`config.mk`:
```
export PLATFORM = sky130hd
export DESIGN_NAME = time_counter
export DESIGN_NICKNAME = d
export VERILOG_FILES = /design/src/rtl/clock_pkg.sv /design/src/rtl/btn_sync_edge.sv /design/src/rtl/time_counter.sv
export SDC_FILE = /design/constraint.sdc
export NUM_CORES = 1
export LEC_CHECK = 0
export CAP_MARGIN = 15
export CORE_ASPECT_RATIO = 1.4
export CORE_UTILIZATION = 52
export CTS_BUF_LIST = sky130_fd_sc_hd__clkbuf_4
export CTS_CLUSTER_DIAMETER = 80
export DETAILED_ROUTE_END_ITERATION = 12
export MAX_ROUTING_LAYER = met4
export PLACE_DENSITY_LB_ADDON = 0.2
export SETUP_SLACK_MARGIN = 0.15
export SLEW_MARGIN = 25
export SYNTH_ARGS = -nofsm -noshare
export SYNTH_HDL_FRONTEND = slang
export SYNTH_SLANG_ARGS = --single-unit
```
`constraint.sdc`:
```
create_clock -name clk -period 2.3 [get_ports clk]
set_input_delay 0.46 -clock clk [delete_from_list [all_inputs] [get_ports clk]]
set_output_delay 0.46 -clock clk [all_outputs]
set_load 0.05 [all_outputs]
```
`src/rtl/clock_pkg.sv`:
```
// Shared constants and BCD increment helpers for the digital clock timekeeping path.
package clock_pkg;

    localparam int unsigned TICK_DIV_DEFAULT = 100_000_000;

    localparam logic [3:0] SEC_MAX_TENS     = 4'd5;
    localparam logic [3:0] MIN_MAX_TENS     = 4'd5;
    localparam logic [3:0] HR_MAX_TENS      = 4'd2;
    localparam logic [3:0] HR_MAX_ONES_AT_2 = 4'd3;
    localparam logic [3:0] ONES_MAX         = 4'd9;

    typedef struct packed {
        logic [3:0] tens;
        logic [3:0] ones;
    } bcd2_t;

    typedef struct packed {
        logic  carry;
        bcd2_t val;
    } bcd_inc_t;

    // Two-digit modulo-((max_tens+1)*10) BCD increment; carry set on wrap to 00.
    function automatic bcd_inc_t bcd_inc_60(input bcd2_t v, input logic [3:0] max_tens);
        bcd_inc_t r;
        r.carry = 1'b0;
        r.val   = v;
        if (v.ones == ONES_MAX) begin
            r.val.ones = 4'd0;
            if (v.tens == max_tens) begin
                r.val.tens = 4'd0;
                r.carry    = 1'b1;
            end else begin
                r.val.tens = v.tens + 4'd1;
            end
        end else begin
            r.val.ones = v.ones + 4'd1;
        end
        return r;
    endfunction

    function automatic bcd2_t bcd_inc_hr(input bcd2_t v);
        bcd2_t r;
        r = v;
        if (v.tens == HR_MAX_TENS && v.ones == HR_MAX_ONES_AT_2) begin
            r = '0;
        end else if (v.ones == ONES_MAX) begin
            r.ones = 4'd0;
            r.tens = v.tens + 4'd1;
        end else begin
            r.ones = v.ones + 4'd1;
        end
        return r;
    endfunction

endpackage

```
`src/rtl/btn_sync_edge.sv`:
```
// Two-flop synchronizer plus rising-edge detector. History resets high so a
// button held through reset never produces an edge.
module btn_sync_edge (
    input  logic clk,
    input  logic reset,
    input  logic btn_i,
    output logic rise_o
);

    logic sync1_q, sync2_q, prev_q;

    always_ff @(posedge clk) begin
        if (reset) begin
            sync1_q <= 1'b1;
            sync2_q <= 1'b1;
            prev_q  <= 1'b1;
        end else begin
            sync1_q <= btn_i;
            sync2_q <= sync1_q;
            prev_q  <= sync2_q;
        end
    end

    assign rise_o = sync2_q & ~prev_q;

endmodule

```
`src/rtl/time_counter.sv`:
```
// 24-hour BCD timekeeper: prescaled 1 s tick, HH:MM display digits, seconds
// for debug, and minute/hour set buttons.
module time_counter
    import clock_pkg::*;
#(
    parameter int unsigned TICK_DIV = TICK_DIV_DEFAULT,
    parameter int unsigned CNT_W    = 27
) (
    input  logic       clk,
    input  logic       reset,
    input  logic       run,
    input  logic       btn_min,
    input  logic       btn_hr,
    output logic [3:0] digit_0,
    output logic [3:0] digit_1,
    output logic [3:0] digit_2,
    output logic [3:0] digit_3,
    output logic [7:0] sec_bcd,
    output logic       sec_tick
);

    localparam logic [CNT_W-1:0] CNT_LAST = CNT_W'(TICK_DIV - 1);

    logic [CNT_W-1:0] cnt_q, cnt_d;
    bcd2_t            sec_q, sec_d;
    bcd2_t            min_q, min_d;
    bcd2_t            hr_q, hr_d;
    logic             tick_q, tick_d;
    logic             min_evt, hr_evt;
    bcd_inc_t         sec_inc, min_inc;

    btn_sync_edge u_min_btn (
        .clk    (clk),
        .reset  (reset),
        .btn_i  (btn_min),
        .rise_o (min_evt)
    );

    btn_sync_edge u_hr_btn (
        .clk    (clk),
        .reset  (reset),
        .btn_i  (btn_hr),
        .rise_o (hr_evt)
    );

    always_comb begin
        sec_inc = bcd_inc_60(sec_q, SEC_MAX_TENS);
        min_inc = bcd_inc_60(min_q, MIN_MAX_TENS);
        tick_d  = run && (cnt_q == CNT_LAST);
        sec_d   = sec_q;
        min_d   = min_q;
        hr_d    = hr_q;

        if (!run || tick_d) begin
            cnt_d = '0;
        end else begin
            cnt_d = cnt_q + CNT_W'(1);
        end

        if (tick_d) begin
            sec_d = sec_inc.val;
            if (sec_inc.carry) begin
                min_d = min_inc.val;
                if (min_inc.carry) begin
                    hr_d = bcd_inc_hr(hr_q);
                end
            end
        end

        // A minute set overrides the whole tick advance and restarts the second.
        if (min_evt) begin
            min_d = min_inc.val;
            sec_d = '0;
            hr_d  = hr_q;
            cnt_d = '0;
        end

        // Hour set replaces any tick carry into the hour field.
        if (hr_evt) begin
            hr_d = bcd_inc_hr(hr_q);
        end
    end

    always_ff @(posedge clk) begin
        if (reset) begin
            cnt_q  <= '0;
            sec_q  <= '0;
            min_q  <= '0;
            hr_q   <= '0;
            tick_q <= 1'b0;
        end else begin
            cnt_q  <= cnt_d;
            sec_q  <= sec_d;
            min_q  <= min_d;
            hr_q   <= hr_d;
            tick_q <= tick_d;
        end
    end

    assign digit_0  = min_q.ones;
    assign digit_1  = min_q.tens;
    assign digit_2  = hr_q.ones;
    assign digit_3  = hr_q.tens;
    assign sec_bcd  = sec_q;
    assign sec_tick = tick_q;

endmodule

```
==> impl_metrics.ini <==
[route]
postRouteWirelength_um = 5540
via_per_inst = 5.25
ant_nets = 0
dr.pass1.iters = 4
first_iter_violations = 67
vias = 2269
wl_per_cell_um = 12.8
drc = 0

[logic_synthesis]
syn_inst = 299
ys_seq_area_share_pct = 43.8
synth_edf_count = 0
ys.flop_type = dfxtp_1
yosysWarnings = 0
synth_area_per_cell_um2 = 8.86
synth_cell_types = 50
ys_ff_latch = 58
synth_nets = 307
async_reset_ff_share_pct = 0
synth_area_um2 = 2650

[clock_network]
cts_max_level = 3
clk_pin_slew_ns = 0.10
cts.sinks = 58
clk_latency_ns = 0.41
numCtsBuffers = 9
root_buffer = clkbuf_4
cts_max_path_buffers = 2
ctsHoldBuffers = 0
cts_tree = yes

[critical_path]
cp-start-kind = flip-flop
end_kind = flip-flop
critPathMaxFanout = 2
worstSetupPathType = reg -> reg
arrival_ns = 2.71
required_ns = 2.60

[placement]
placed_area_um2 = 3190
gp_congestion = 0.743
hpwlAfterDp_um = 3830
io_buffer_count = 29

[sta]
maxClockFrequency_mhz = 414
fin_crit_sh_pct = 105
worst_slack_ns = -0.114
holdWs_ns = 0.409
setup_viol = 10
finalMaxSlewViolations = 0
finClkSkew_ns = 0.0162
relSlewSlack_pct = 66.0
setup_tns_ns = -0.411
finalCriticalPeriod_ns = 2.41
finalHoldViolations = 0
rsz0062_at_grt = true
worst_slew_pin_slew_ns = 0.509

[layout]
n_antenna_cell = 0
nets = 372
fin_util_pct = 70.1
num-fill-cells = 415
finalInstanceArea_um2 = 3420
area.growth.synth_to_final_pct = 29.2
drive_gt1_share_pct = 22.0

[pwr]
intPower_uw = 1380
ir_drop_mv = 0.640
comb_power_share_pct = 3.4
sw_frac_of_total_pct = 22.7
power.density_nw_per_um2 = 521
p_seq_share_pct = 56.9
power_uw = 1780
static-leakage-power_uw = 0.00148
clockPowerShare_pct = 39.7
power_switching_uw = 404

[global_routing]
grt-ovfl-total = 0
grt_pass1_wl_um = 9070
grt_max_degree = 28
antenna_found_initial = 0
grt_usage_pct = 22.4
grt_pass1_vias = 2132

[job]
drv_cap = 0

[floorplanning]
io_pins = 30
core_region_area_um2 = 4880
die_y_um = 86.4
num_rows = 30
die_x_um = 62.3
start_util_pct = 54.3
die-area_um2 = 5390

[outcome]
violations = setup timing
status = finished, violations left

[hold_path]
holdCritPathClass = reg -> reg
## final timing paths
kind	from	to	slack (ns)	cells past startpoint
worst max-delay path	cnt_q[8]$_SDFF_PP0_	digit_3[3]$_SDFFE_PP0P_	-0.11	6
worst min register to register	u_min_btn.sync1_q$_SDFF_PP1_	u_min_btn.sync2_q$_SDFF_PP1_	0.41	1
worst min-delay path	u_min_btn.sync1_q$_SDFF_PP1_	u_min_btn.sync2_q$_SDFF_PP1_	0.41	1
worst max register to register	cnt_q[8]$_SDFF_PP0_	digit_3[3]$_SDFFE_PP0P_	-0.11	6
## Yosys cell counts (2+ instances only)
cell / instances / share of area, %
nand3_1: 21 / 4.0
inv_1: 14 / 2.0
a31oi_1: 4 / 0.94
xor2_1: 18 / 6.0
or4_1: 2 / 0.57
nor3b_1: 3 / 0.85
ha_1: 3 / 1.4
mux2i_1: 6 / 2.3
xnor2_1: 15 / 5.0
nor3_1: 4 / 0.76
nor2_1: 52 / 7.4
or3_1: 2 / 0.47
nand4_1: 8 / 1.9
mux2_2: 2 / 0.85
nor2b_1: 8 / 1.9
or2_2: 8 / 1.9
and3_2: 3 / 0.85
and4_1: 2 / 0.66
a21oi_1: 9 / 1.7
dfxtp_1: 58 / 44
o21ai_0: 4 / 0.76
and3_1: 5 / 1.2
nand4b_1: 3 / 0.99
nand2_1: 17 / 2.4
clkbuf_1: 3 / 0.43
## worst max-delay path, cell delays in order (launching register included)
cell and delay, ns:
dfxtp_2 0.33, or4b_4 0.53, or4_4 0.47, nor3_4 0.21
a21oi_2 0.08, or3b_1 0.37, mux2_4 0.30
## logic make-up (layout without fill, tap and decap cells)
family          Yosys count  after routing  synth area share [%]
buf+inv                  21             90                  3.45
mux                       9              9                  3.68
flops                    58             58                  43.8
fa+ha+maj                 3              3                  1.42
simple gates            152            152                  30.7
xor+xnor                 33             33                  10.9
compound gates           23             23                  6.05
## timing repair
item                                    4_1_cts  5_1_grt
pin swaps                                     6        8
resized for setup                            17       15
endpoints found under the setup margin       34       48
buffers inserted                              3        3
## flip-flops by register name, summed over array words and instances (netlist names)
register and flops:
u_hr_btn.sync2_q 1, u_min_btn.sync1_q 1, digit_0 4, u_hr_btn.sync1_q 1, u_min_btn.sync2_q 1, sec_tick 1
cnt_q 27, digit_3 4, sec_bcd 8, digit_1 4, u_hr_btn.prev_q 1, digit_2 4
u_min_btn.prev_q 1
## routing by layer
metal | vias up | GRT usage [%] | part of all wire [%]
met4 | 0 | 13.5 | 3.0
met3 | 14 | 5.13 | 2.4
met1 | 1080 | 21.2 | 41
met2 | 27 | 41.2 | 53
met5 | - | - | 0
li1 | 1148 | - | -
## layout make-up
| cell class | instances | area (um2) | share of cell area [%] |
|---|---|---|---|
| Multi-Input combinational cell | 220 | 1450 | 42.3 |
| Clock inverter | 4 | 43.8 | 1.28 |
| Inverter | 14 | 52.6 | 1.54 |
| Clock buffer | 11 | 82.6 | 2.41 |
| Sequential cell | 58 | 1160 | 34.0 |
| Tap cell | 64 | 80.1 | 2.34 |
| Timing Repair Buffer | 61 | 552 | 16.1 |
## stage by stage
stage               setup WS (ns)  cells
global placement           -0.289    411
detailed placement         -0.322    411
CTS                        -0.105    429
global route               -0.144    432
floorplan                  -0.183    299
finish                     -0.114    432
## cell usage in the layout, fill, tap and decap left out, types with 2 or more instances in the layout
cell type / n
clkbuf_4: 11
dlygate4sd2_1: 11
and3_1: 5
nor3_1: 3
and3_2: 3
nand4b_1: 3
nor3b_1: 3
a31oi_1: 4
nand2_1: 15
mux2i_1: 6
a21oi_1: 9
buf_6: 6
and4_1: 2
clkdlybuf4s50_1: 13
xor2_1: 18
nor2b_1: 8
nor2_1: 52
clkinv_2: 2
nand3_1: 20
nand4_1: 8
or3_1: 2
mux2_2: 2
ha_1: 2
o21ai_0: 2
dfxtp_1: 55
dfxtp_2: 3
or2_2: 8
or4_1: 2
or4_4: 2
xnor2_1: 15
inv_1: 14
buf_4: 26
dlymetal6s2s_1: 5
## power by group through the flow
stage | logic (uW) | registers, uW | clock network (uW)
detailed placement | 55.7 | 1040 | 0
global placement | 54.4 | 1040 | 0
global route | 64.3 | 1020 | 765
finish | 60.5 | 1020 | 708
floorplan | 30.1 | 1040 | 0
CTS | 57.5 | 1020 | 724
Power figures use the tool's default switching activity.
